File: src/rtl/serial_addr_subtr_if.sv
// Request/result bundle between an arithmetic sequencer (master) and the
// bit-serial adder/subtractor (slave).
interface serial_addr_subtr_if #(
    parameter int WIDTH = 4
);
    logic             start;
    logic [WIDTH-1:0] a;
    logic [WIDTH-1:0] b;
    logic             control_signal;
    logic             busy;
    logic             done;
    logic [WIDTH-1:0] sum_diff;
    logic             br_Ca_out;
    logic             neg;
    logic [WIDTH-1:0] magnitude;

    modport master (
        output start, a, b, control_signal,
        input  busy, done, sum_diff, br_Ca_out, neg, magnitude
    );

    modport slave (
        input  start, a, b, control_signal,
        output busy, done, sum_diff, br_Ca_out, neg, magnitude
    );
endinterface

File: src/rtl/serial_addr_subtr.sv
// Bit-serial adder/subtractor: one full-adder cell plus a carry flop, LSB first,
// with the subtract result also decoded into sign and magnitude.
module serial_addr_subtr #(
    parameter int WIDTH = 4
) (
    input logic                clk,
    input logic                rst,
    serial_addr_subtr_if.slave bus
);
    localparam int CNT_W = (WIDTH > 2) ? $clog2(WIDTH) : 1;
    localparam logic [CNT_W-1:0] LAST_BIT = CNT_W'(WIDTH - 1);

    typedef enum logic [1:0] {IDLE, SHIFT, FIX} state_t;

    state_t           state_q, state_d;
    logic [WIDTH-1:0] aShift_q, bShift_q, res_q;
    logic [CNT_W-1:0] cnt_q;
    logic             sub_q, carry_q;
    logic             done_q, carryOut_q, neg_q;
    logic [WIDTH-1:0] sumDiff_q, mag_q;

    logic             bitB, sumBit, carryNext, negNext;
    logic [WIDTH-1:0] magNext;
    logic             busy;

    // The carry flop is preloaded with the subtract flag, so the +1 of the
    // two's complement rides in through the first bit's carry-in.
    always_comb begin
        bitB      = bShift_q[0] ^ sub_q;
        sumBit    = aShift_q[0] ^ bitB ^ carry_q;
        carryNext = (aShift_q[0] & bitB) | (aShift_q[0] & carry_q) | (bitB & carry_q);
        negNext   = sub_q & ~carry_q;
        magNext   = negNext ? (~res_q + WIDTH'(1)) : res_q;
    end

    always_ff @(posedge clk) begin
        if (rst) begin
            state_q    <= IDLE;
            aShift_q   <= '0;
            bShift_q   <= '0;
            res_q      <= '0;
            cnt_q      <= '0;
            sub_q      <= 1'b0;
            carry_q    <= 1'b0;
            done_q     <= 1'b0;
            carryOut_q <= 1'b0;
            neg_q      <= 1'b0;
            sumDiff_q  <= '0;
            mag_q      <= '0;
        end else begin
            state_q <= state_d;
            done_q  <= 1'b0;
            case (state_q)
                IDLE: begin
                    if (bus.start) begin
                        aShift_q <= bus.a;
                        bShift_q <= bus.b;
                        sub_q    <= bus.control_signal;
                        carry_q  <= bus.control_signal;
                        cnt_q    <= '0;
                    end
                end
                SHIFT: begin
                    res_q    <= {sumBit, res_q[WIDTH-1:1]};
                    aShift_q <= {1'b0, aShift_q[WIDTH-1:1]};
                    bShift_q <= {1'b0, bShift_q[WIDTH-1:1]};
                    carry_q  <= carryNext;
                    cnt_q    <= cnt_q + CNT_W'(1);
                end
                FIX: begin
                    sumDiff_q  <= res_q;
                    carryOut_q <= carry_q;
                    neg_q      <= negNext;
                    mag_q      <= magNext;
                    done_q     <= 1'b1;
                end
                default: ;
            endcase
        end
    end

    always_comb begin
        state_d = state_q;
        case (state_q)
            IDLE:    if (bus.start) state_d = SHIFT;
            SHIFT:   if (cnt_q == LAST_BIT) state_d = FIX;
            FIX:     state_d = IDLE;
            default: state_d = IDLE;
        endcase
    end

    always_comb begin
        busy = (state_q != IDLE);
    end

    assign bus.busy      = busy;
    assign bus.done      = done_q;
    assign bus.sum_diff  = sumDiff_q;
    assign bus.br_Ca_out = carryOut_q;
    assign bus.neg       = neg_q;
    assign bus.magnitude = mag_q;
endmodule

File: src/flat_wrapper.sv
// flat-port wrapper written by rule: the top's interface ports become plain ports
module serial_addr_subtr_flat 
#(
    parameter int WIDTH = 4
)
  (clk, rst, bus_start, bus_a, bus_b, bus_control_signal, bus_busy, bus_done, bus_sum_diff, bus_br_Ca_out, bus_neg, bus_magnitude);
  serial_addr_subtr_if #(.WIDTH(WIDTH)) bus_i ();
  input logic clk;
  input logic rst;
  input wire logic [$bits(bus_i.start)-1:0] bus_start;
  input wire logic [$bits(bus_i.a)-1:0] bus_a;
  input wire logic [$bits(bus_i.b)-1:0] bus_b;
  input wire logic [$bits(bus_i.control_signal)-1:0] bus_control_signal;
  output wire logic [$bits(bus_i.busy)-1:0] bus_busy;
  output wire logic [$bits(bus_i.done)-1:0] bus_done;
  output wire logic [$bits(bus_i.sum_diff)-1:0] bus_sum_diff;
  output wire logic [$bits(bus_i.br_Ca_out)-1:0] bus_br_Ca_out;
  output wire logic [$bits(bus_i.neg)-1:0] bus_neg;
  output wire logic [$bits(bus_i.magnitude)-1:0] bus_magnitude;
  assign bus_i.start = bus_start;
  assign bus_i.a = bus_a;
  assign bus_i.b = bus_b;
  assign bus_i.control_signal = bus_control_signal;
  assign bus_busy = bus_i.busy;
  assign bus_done = bus_i.done;
  assign bus_sum_diff = bus_i.sum_diff;
  assign bus_br_Ca_out = bus_i.br_Ca_out;
  assign bus_neg = bus_i.neg;
  assign bus_magnitude = bus_i.magnitude;
  serial_addr_subtr #(.WIDTH(WIDTH)) u_core (.clk(clk), .rst(rst), .bus(bus_i));
endmodule
File: config.mk
export PLATFORM = sky130hd
export DESIGN_NAME = serial_addr_subtr_flat
export DESIGN_NICKNAME = d
export VERILOG_FILES = /design/src/rtl/serial_addr_subtr_if.sv /design/src/rtl/serial_addr_subtr.sv /design/src/flat_wrapper.sv
export SDC_FILE = /design/constraint.sdc
export NUM_CORES = 1
export LEC_CHECK = 0
export ABC_CLOCK_PERIOD_IN_PS = 1400
export CAP_MARGIN = 20
export CORE_ASPECT_RATIO = 1.1
export CORE_MARGIN = 10
export CORE_UTILIZATION = 35
export CTS_BUF_LIST = sky130_fd_sc_hd__clkbuf_4 sky130_fd_sc_hd__clkbuf_8
export CTS_CLUSTER_DIAMETER = 200
export DETAILED_ROUTE_END_ITERATION = 7
export PLACE_DENSITY = 0.7
export SYNTH_ARGS = -nofsm -noshare
export SYNTH_HDL_FRONTEND = slang
export SYNTH_SLANG_ARGS = --single-unit
File: constraint.sdc
create_clock -name clk -period 1.4 [get_ports clk]
set_clock_uncertainty 0.1 [all_clocks]
set_input_delay 0.28 -clock clk [delete_from_list [all_inputs] [get_ports clk]]
set_output_delay 0.28 -clock clk [all_outputs]
set_load 0.01 [all_outputs]
==> impl_metrics.json <==
{
  "grt_pass1_wl_mm": 4.08,
  "drt-vias-per-instance": 4.74,
  "netlist_area_mm2": 0.00120,
  "start_util": 0.360,
  "muxShareOfSynthArea": 0.0167,
  "finalSetupTns_ps": -12.0,
  "clockBufferDepth": 2,
  "worst_slack_ps": -12.0,
  "synth_area_per_cell_um2": 8.76,
  "place.port_buffers": 23,
  "fillers": 339,
  "synth_area_leaders": "dfxtp_1 47%, nand2_1 9.7%, nor2_1 4.7%, a211oi_1 4.4%, a311oi_1 4.4%",
  "rsz0062_at_grt": "yes",
  "coreArea_mm2": 0.00333,
  "cp.required_ps": 1020,
  "path_max_fanout": 2,
  "synth-xor-area-share": 0.0146,
  "setup_viol": 1,
  "routabilityCongestion": 0.764,
  "routed_wirelength_mm": 2.53,
  "drive_gt1_frac": 0.211,
  "die_h_um": 81.4,
  "area_delta_synth_final_pct": 33.7,
  "synth_compound_area_frac": 0.169,
  "final_cells": 214,
  "h-tree-depth": 1,
  "hold_path_class": "reg2reg",
  "yosys_register_bits": 28,
  "peakVddDrop_mv": 0.456,
  "grt_max_degree": 17,
  "outcome": "complete, but fails checks",
  "clk_latency_ps": 330,
  "synth.yosys.warnings": 0,
  "end_kind": "output pin",
  "dp_hpwl_mm": 1.90,
  "ant_nets": 0,
  "final_core_util": 0.482,
  "drtPass1Iterations": 5,
  "die_w_um": 75.8,
  "wire_per_inst_um": 11.8,
  "netlist_instances": 137,
  "worstSetupPathType": "reg2out",
  "cts_tree": "done",
  "fp-row-count": 22,
  "slew_viol_final": 0,
  "synth.distinct_cells": 28,
  "min_period_ps": 1410,
  "fin_crit_sh": 1.01,
  "grt_overflow": 0,
  "num_antenna_cells": 0,
  "clock.fmax_mhz": 708,
  "place_inst": 209,
  "synthSimpleGateAreaFrac": 0.224,
  "cts_sinks": 28,
  "drtIter0Drc": 39,
  "gr-usage-all-layers": 0.0820,
  "synth_top_family_by_area": "simple AND/OR/NAND/NOR gates",
  "drc": 0,
  "clk_pin_slew_ps": 150,
  "grt_pass1_vias": 973,
  "nNetsFinal": 182,
  "synthDominantCellAreaShare": 0.467,
  "seq_area_frac_synth": 0.467,
  "cap_violations": 0,
  "p_per_area_mw_per_mm2": 994,
  "cts_inserted_buffers": 3,
  "start_kind": "flip-flop",
  "ioPinCount": 24,
  "dr_total_vias": 1015,
  "dieArea_mm2": 0.00617,
  "worstMarginPinSlew_ps": 281,
  "syn_nets": 152,
  "slew_headroom": 0.813,
  "synth_fa_ha_area_frac": 0.0375,
  "cp_data_arrival_time_ps": 1030,
  "power.leakage_nw": 0.638,
  "hold_violations": 0,
  "yosys.area.top_type": "dfxtp_1",
  "regToRegSetupSlack_ps": 30,
  "antenna_found_initial": 0,
  "cts_root_buf": "clkbuf_4",
  "violations": "setup timing",
  "postCtsHoldBufs": 0
}
## layout make-up
cell class                      count  area (um^2)  share of cell area
Sequential cell                    28          567               0.353
Clock buffer                        3         22.5              0.0140
Clock inverter                      1         30.0              0.0187
Tap cell                           48         60.1              0.0374
Multi-Input combinational cell     95          599               0.374
Inverter                            4         15.0             0.00936
Timing Repair Buffer               35          310               0.193
## critical path, stage by stage, from the launching register on
cell and delay, ps:
dfxtp_2 350, or2_4 240, buf_6 120
## cells in the final DEF (no fill, tap or decap), drive strengths merged, types with 4 or more instances in the layout
cell,synthesis,routed
a211oi,7,7
a21oi,10,10
a311oi,6,6
buf,6,13
clkdlybuf4s50,0,11
dfxtp,28,28
dlygate4sd2,0,9
inv,4,4
nand2,31,31
nor2,15,15
nor3b,4,4
## stage by stage
stage | hold slack (ps) | total power [mW] | setup WS (ps) | instance area, um^2
6_report | 361 | 1.59 | -12.0 | 1600
5_1_grt | 387 | 1.65 | -41.6 | 1600
4_1_cts | 365 | 1.59 | -161 | 1560
3_5_place_dp | 348 | 1.06 | -270 | 1500
3_3_place_gp | 343 | 1.06 | -255 | 1500
2_1_floorplan | 327 | 0.991 | 61.4 | 1200
## registers in the layout, summed over array words and instances, names as in the netlist, 2 cells and up
signal                count
u_core.bShift_q           4
u_core.cnt_q              2
u_core.state_q            2
u_core.bus.magnitude      4
u_core.bus.sum_diff       3
u_core.res_q              4
u_core.aShift_q           4
## per-layer routing
metal / global-route usage / vias to the layer above / share of wire
li1: - / 523 / -
met1: 0.0849 / 460 / 0.42
met2: 0.148 / 28 / 0.49
met3: 0.0302 / 4 / 0.079
met4: 0.0279 / 0 / 0.011
met5: 0 / - / 0
## final timing paths
| check | cells after the start | end | startpoint |
|---|---|---|---|
| setup / recovery | 2 | bus_busy | u_core.state_q[1] |
| hold / removal | 2 | u_core.bus.sum_diff[3] | u_core.bus.sum_diff[3] |
| hold reg to reg | 2 | u_core.bus.sum_diff[3] | u_core.bus.sum_diff[3] |
| setup reg to reg | 4 | u_core.carry_q | u_core.state_q[0] |
## Yosys cell counts (all sizes together)
cell	n
a211oi	7
a21oi	10
a22oi	3
a311oi	6
and2b	2
buf	6
clkbuf	4
dfxtp	28
fa	1
ha	2
inv	4
mux2i	2
nand2	31
nand2b	1
nand4	1
nor2	15
nor2b	1
nor3b	4
o21ba	1
o21bai	2
or2	1
or2b	1
or3	1
or3b	1
xnor2	2
## power breakdown
part	switching, mW	leakage (nW)	internal (mW)	total [mW]
clock network	0.235	0.0279	0.290	0.525
registers	0.0230	0.231	0.832	0.855
logic	0.0978	0.380	0.117	0.215
total	0.355	0.638	1.24	1.59
## what timing repair did
action,in CTS,in global routing
setup endpoints to repair,14,14
pin swaps,0,3
endpoints found under the hold margin,0,0
resized for setup,19,15
buffers inserted,0,1
## cells by family after synthesis
family / after synthesis
flip-flops: 28
multiplexers: 2
AND/OR/NAND/NOR: 59
adder cells (fa/ha/maj): 3
XOR/XNOR: 2
buffers and inverters: 14
AO/OA/AOI/OAI: 29
(Power assumes the default switching activity.)
==> patch, RTL diff (same settings) <==
`WIDTH` is set to 4 in 3 places; all go to 2.
--- a/src/rtl/serial_addr_subtr_if.sv
+++ b/src/rtl/serial_addr_subtr_if.sv
@@ -3,3 +3,3 @@
 interface serial_addr_subtr_if #(
-    parameter int WIDTH = 4
+    parameter int WIDTH = 2
 );
--- a/src/rtl/serial_addr_subtr.sv
+++ b/src/rtl/serial_addr_subtr.sv
@@ -3,3 +3,3 @@
 module serial_addr_subtr #(
-    parameter int WIDTH = 4
+    parameter int WIDTH = 2
 ) (
--- a/src/flat_wrapper.sv
+++ b/src/flat_wrapper.sv
@@ -3,3 +3,3 @@
 #(
-    parameter int WIDTH = 4
+    parameter int WIDTH = 2
 )
Ports: changed (resized bus_a, bus_b, bus_magnitude and bus_sum_diff); port bits go from 24 to 16. The function was not compared with the original's and may differ.
==> patch against the unedited design <==
Largest power group unchanged; non-clock buffer count decreased by 10; cell area decreased by 36%; worst setup slack improved by 0.072 ns; critical path type is now flip-flop to flip-flop; final cell count decreased by 38%; sequential share of layout area decreased by 1.8 points; combinational power decreased by 8%; sequential cell count decreased by 11; sequential power decreased by 38%; critical endpoint is now u_core.res_q[1]$_SDFFE_PP0P_; critical path depth increased by 1; wire length decreased by 33%; total power decreased by 37%; synthesized area decreased by 35%.
==> patch: results <==
place:
  place_ws_ns: -0.1962
  port_buffers: 15
  dpl_cell_area_um2: 974.7
  place_inst: 128
  hpwl_um: 1264
  gp_routability_congestion: 0.7395
synth:
  ys_seq_area_share_pct: 43.66
  ys_ff_latch: 17
  syn_nets: 93
  synth_area_leaders: "dfxtp_1, mux2i_1, nor2_1, inv_1, buf_4"
  synthCells: 84
hold_path:
  hold_depth: 2
  min_to: "u_core.cnt_q$_SDFFE_PP0P_"
  hp-start: "u_core.cnt_q$_SDFFE_PP0P_"
layout:
  inverters: 8
  n_all_buffers: 25
  drive_gt1_share_pct: 25.71
  seqCellArea_um2: 344.1
  buffer_area_share_pct: 20.58
  clockNetworkAreaShare_pct: 2.923
  finalCoreUtilization_pct: 49.79
  multi_input_cells: 51
  final_cell_area_mm2: 0.001027
grt:
  grt_max_degree: 12
  grt_pass1_wl_um: 2822
  grt_pass1_vias: 624
  grt_usage_pct: 7.687
  antenna_found_initial: 0
detailed_routing:
  routed_via_density: 4.714
  wl_met2_um: 815
  first_pass_iters: 2
  wl_per_cell_um: 12.82
  first_iter_violations: 2
  wl_met1_um: 771
  wl_um: 1705
  wl_met3_um: 98
cts:
  clock_latency_ns: 0.30
  path_clk_slew_ns: 0.10
timing:
  timing.fmax_mhz: 746.4
  hold_slack_ns: 0.3636
  relSlewSlack_pct: 81.58
setup_path:
  r2r_setup_slack_ns: 0.06
  crit_start: "u_core.sub_q$_SDFFE_PP0P_"
  r2r_cells: 3
  critPathMaxFanout: 2
  cp-endpoint: "u_core.res_q[1]$_SDFFE_PP0P_"
  worst_ep_arrival_time_ns: 1.46
run_status:
  status: "completed"
pwr:
  vdd_drop_max_mv: 0.5862
  sequentialPowerShare_pct: 52.2
  p_int_mw: 0.7455
  total_power_mw: 1.010
  leakage_nw: 0.4362
-- patch: routing by layer --
| metal | vias to the layer above | global-route usage [%] |
|---|---|---|
| met2 | 13 | 12.61 |
| met1 | 293 | 8.073 |
| met4 | 0 | 3.302 |
| li1 | 317 | - |
| met3 | 4 | 3.704 |
| met5 | - | 0 |
-- patch: logic make-up (layout without fill, tap and decap cells) --
family,Yosys count,after routing,share of synthesized area (%)
AND/OR/NAND/NOR,26,26,17.17
flip-flops,17,17,43.66
buffers and inverters,16,37,11.24
AO/OA/AOI/OAI,15,15,14.13
multiplexers,7,7,8.989
XOR/XNOR,2,2,2.248
adder cells (fa/ha/maj),1,1,2.568
-- patch: critical path: stages (launching register included) --
cell and delay (ns):
dfxtp_2 0.35, xnor2_2 0.16, fa_2 0.46, a211oi_2 0.19
-- patch: timing repair --
| item | CTS | global route |
|---|---|---|
| pin swaps | 0 | 3 |
| gates resized for setup | 14 | 5 |
| setup buffers | 0 | 1 |
| endpoints found under the setup margin | 9 | 8 |
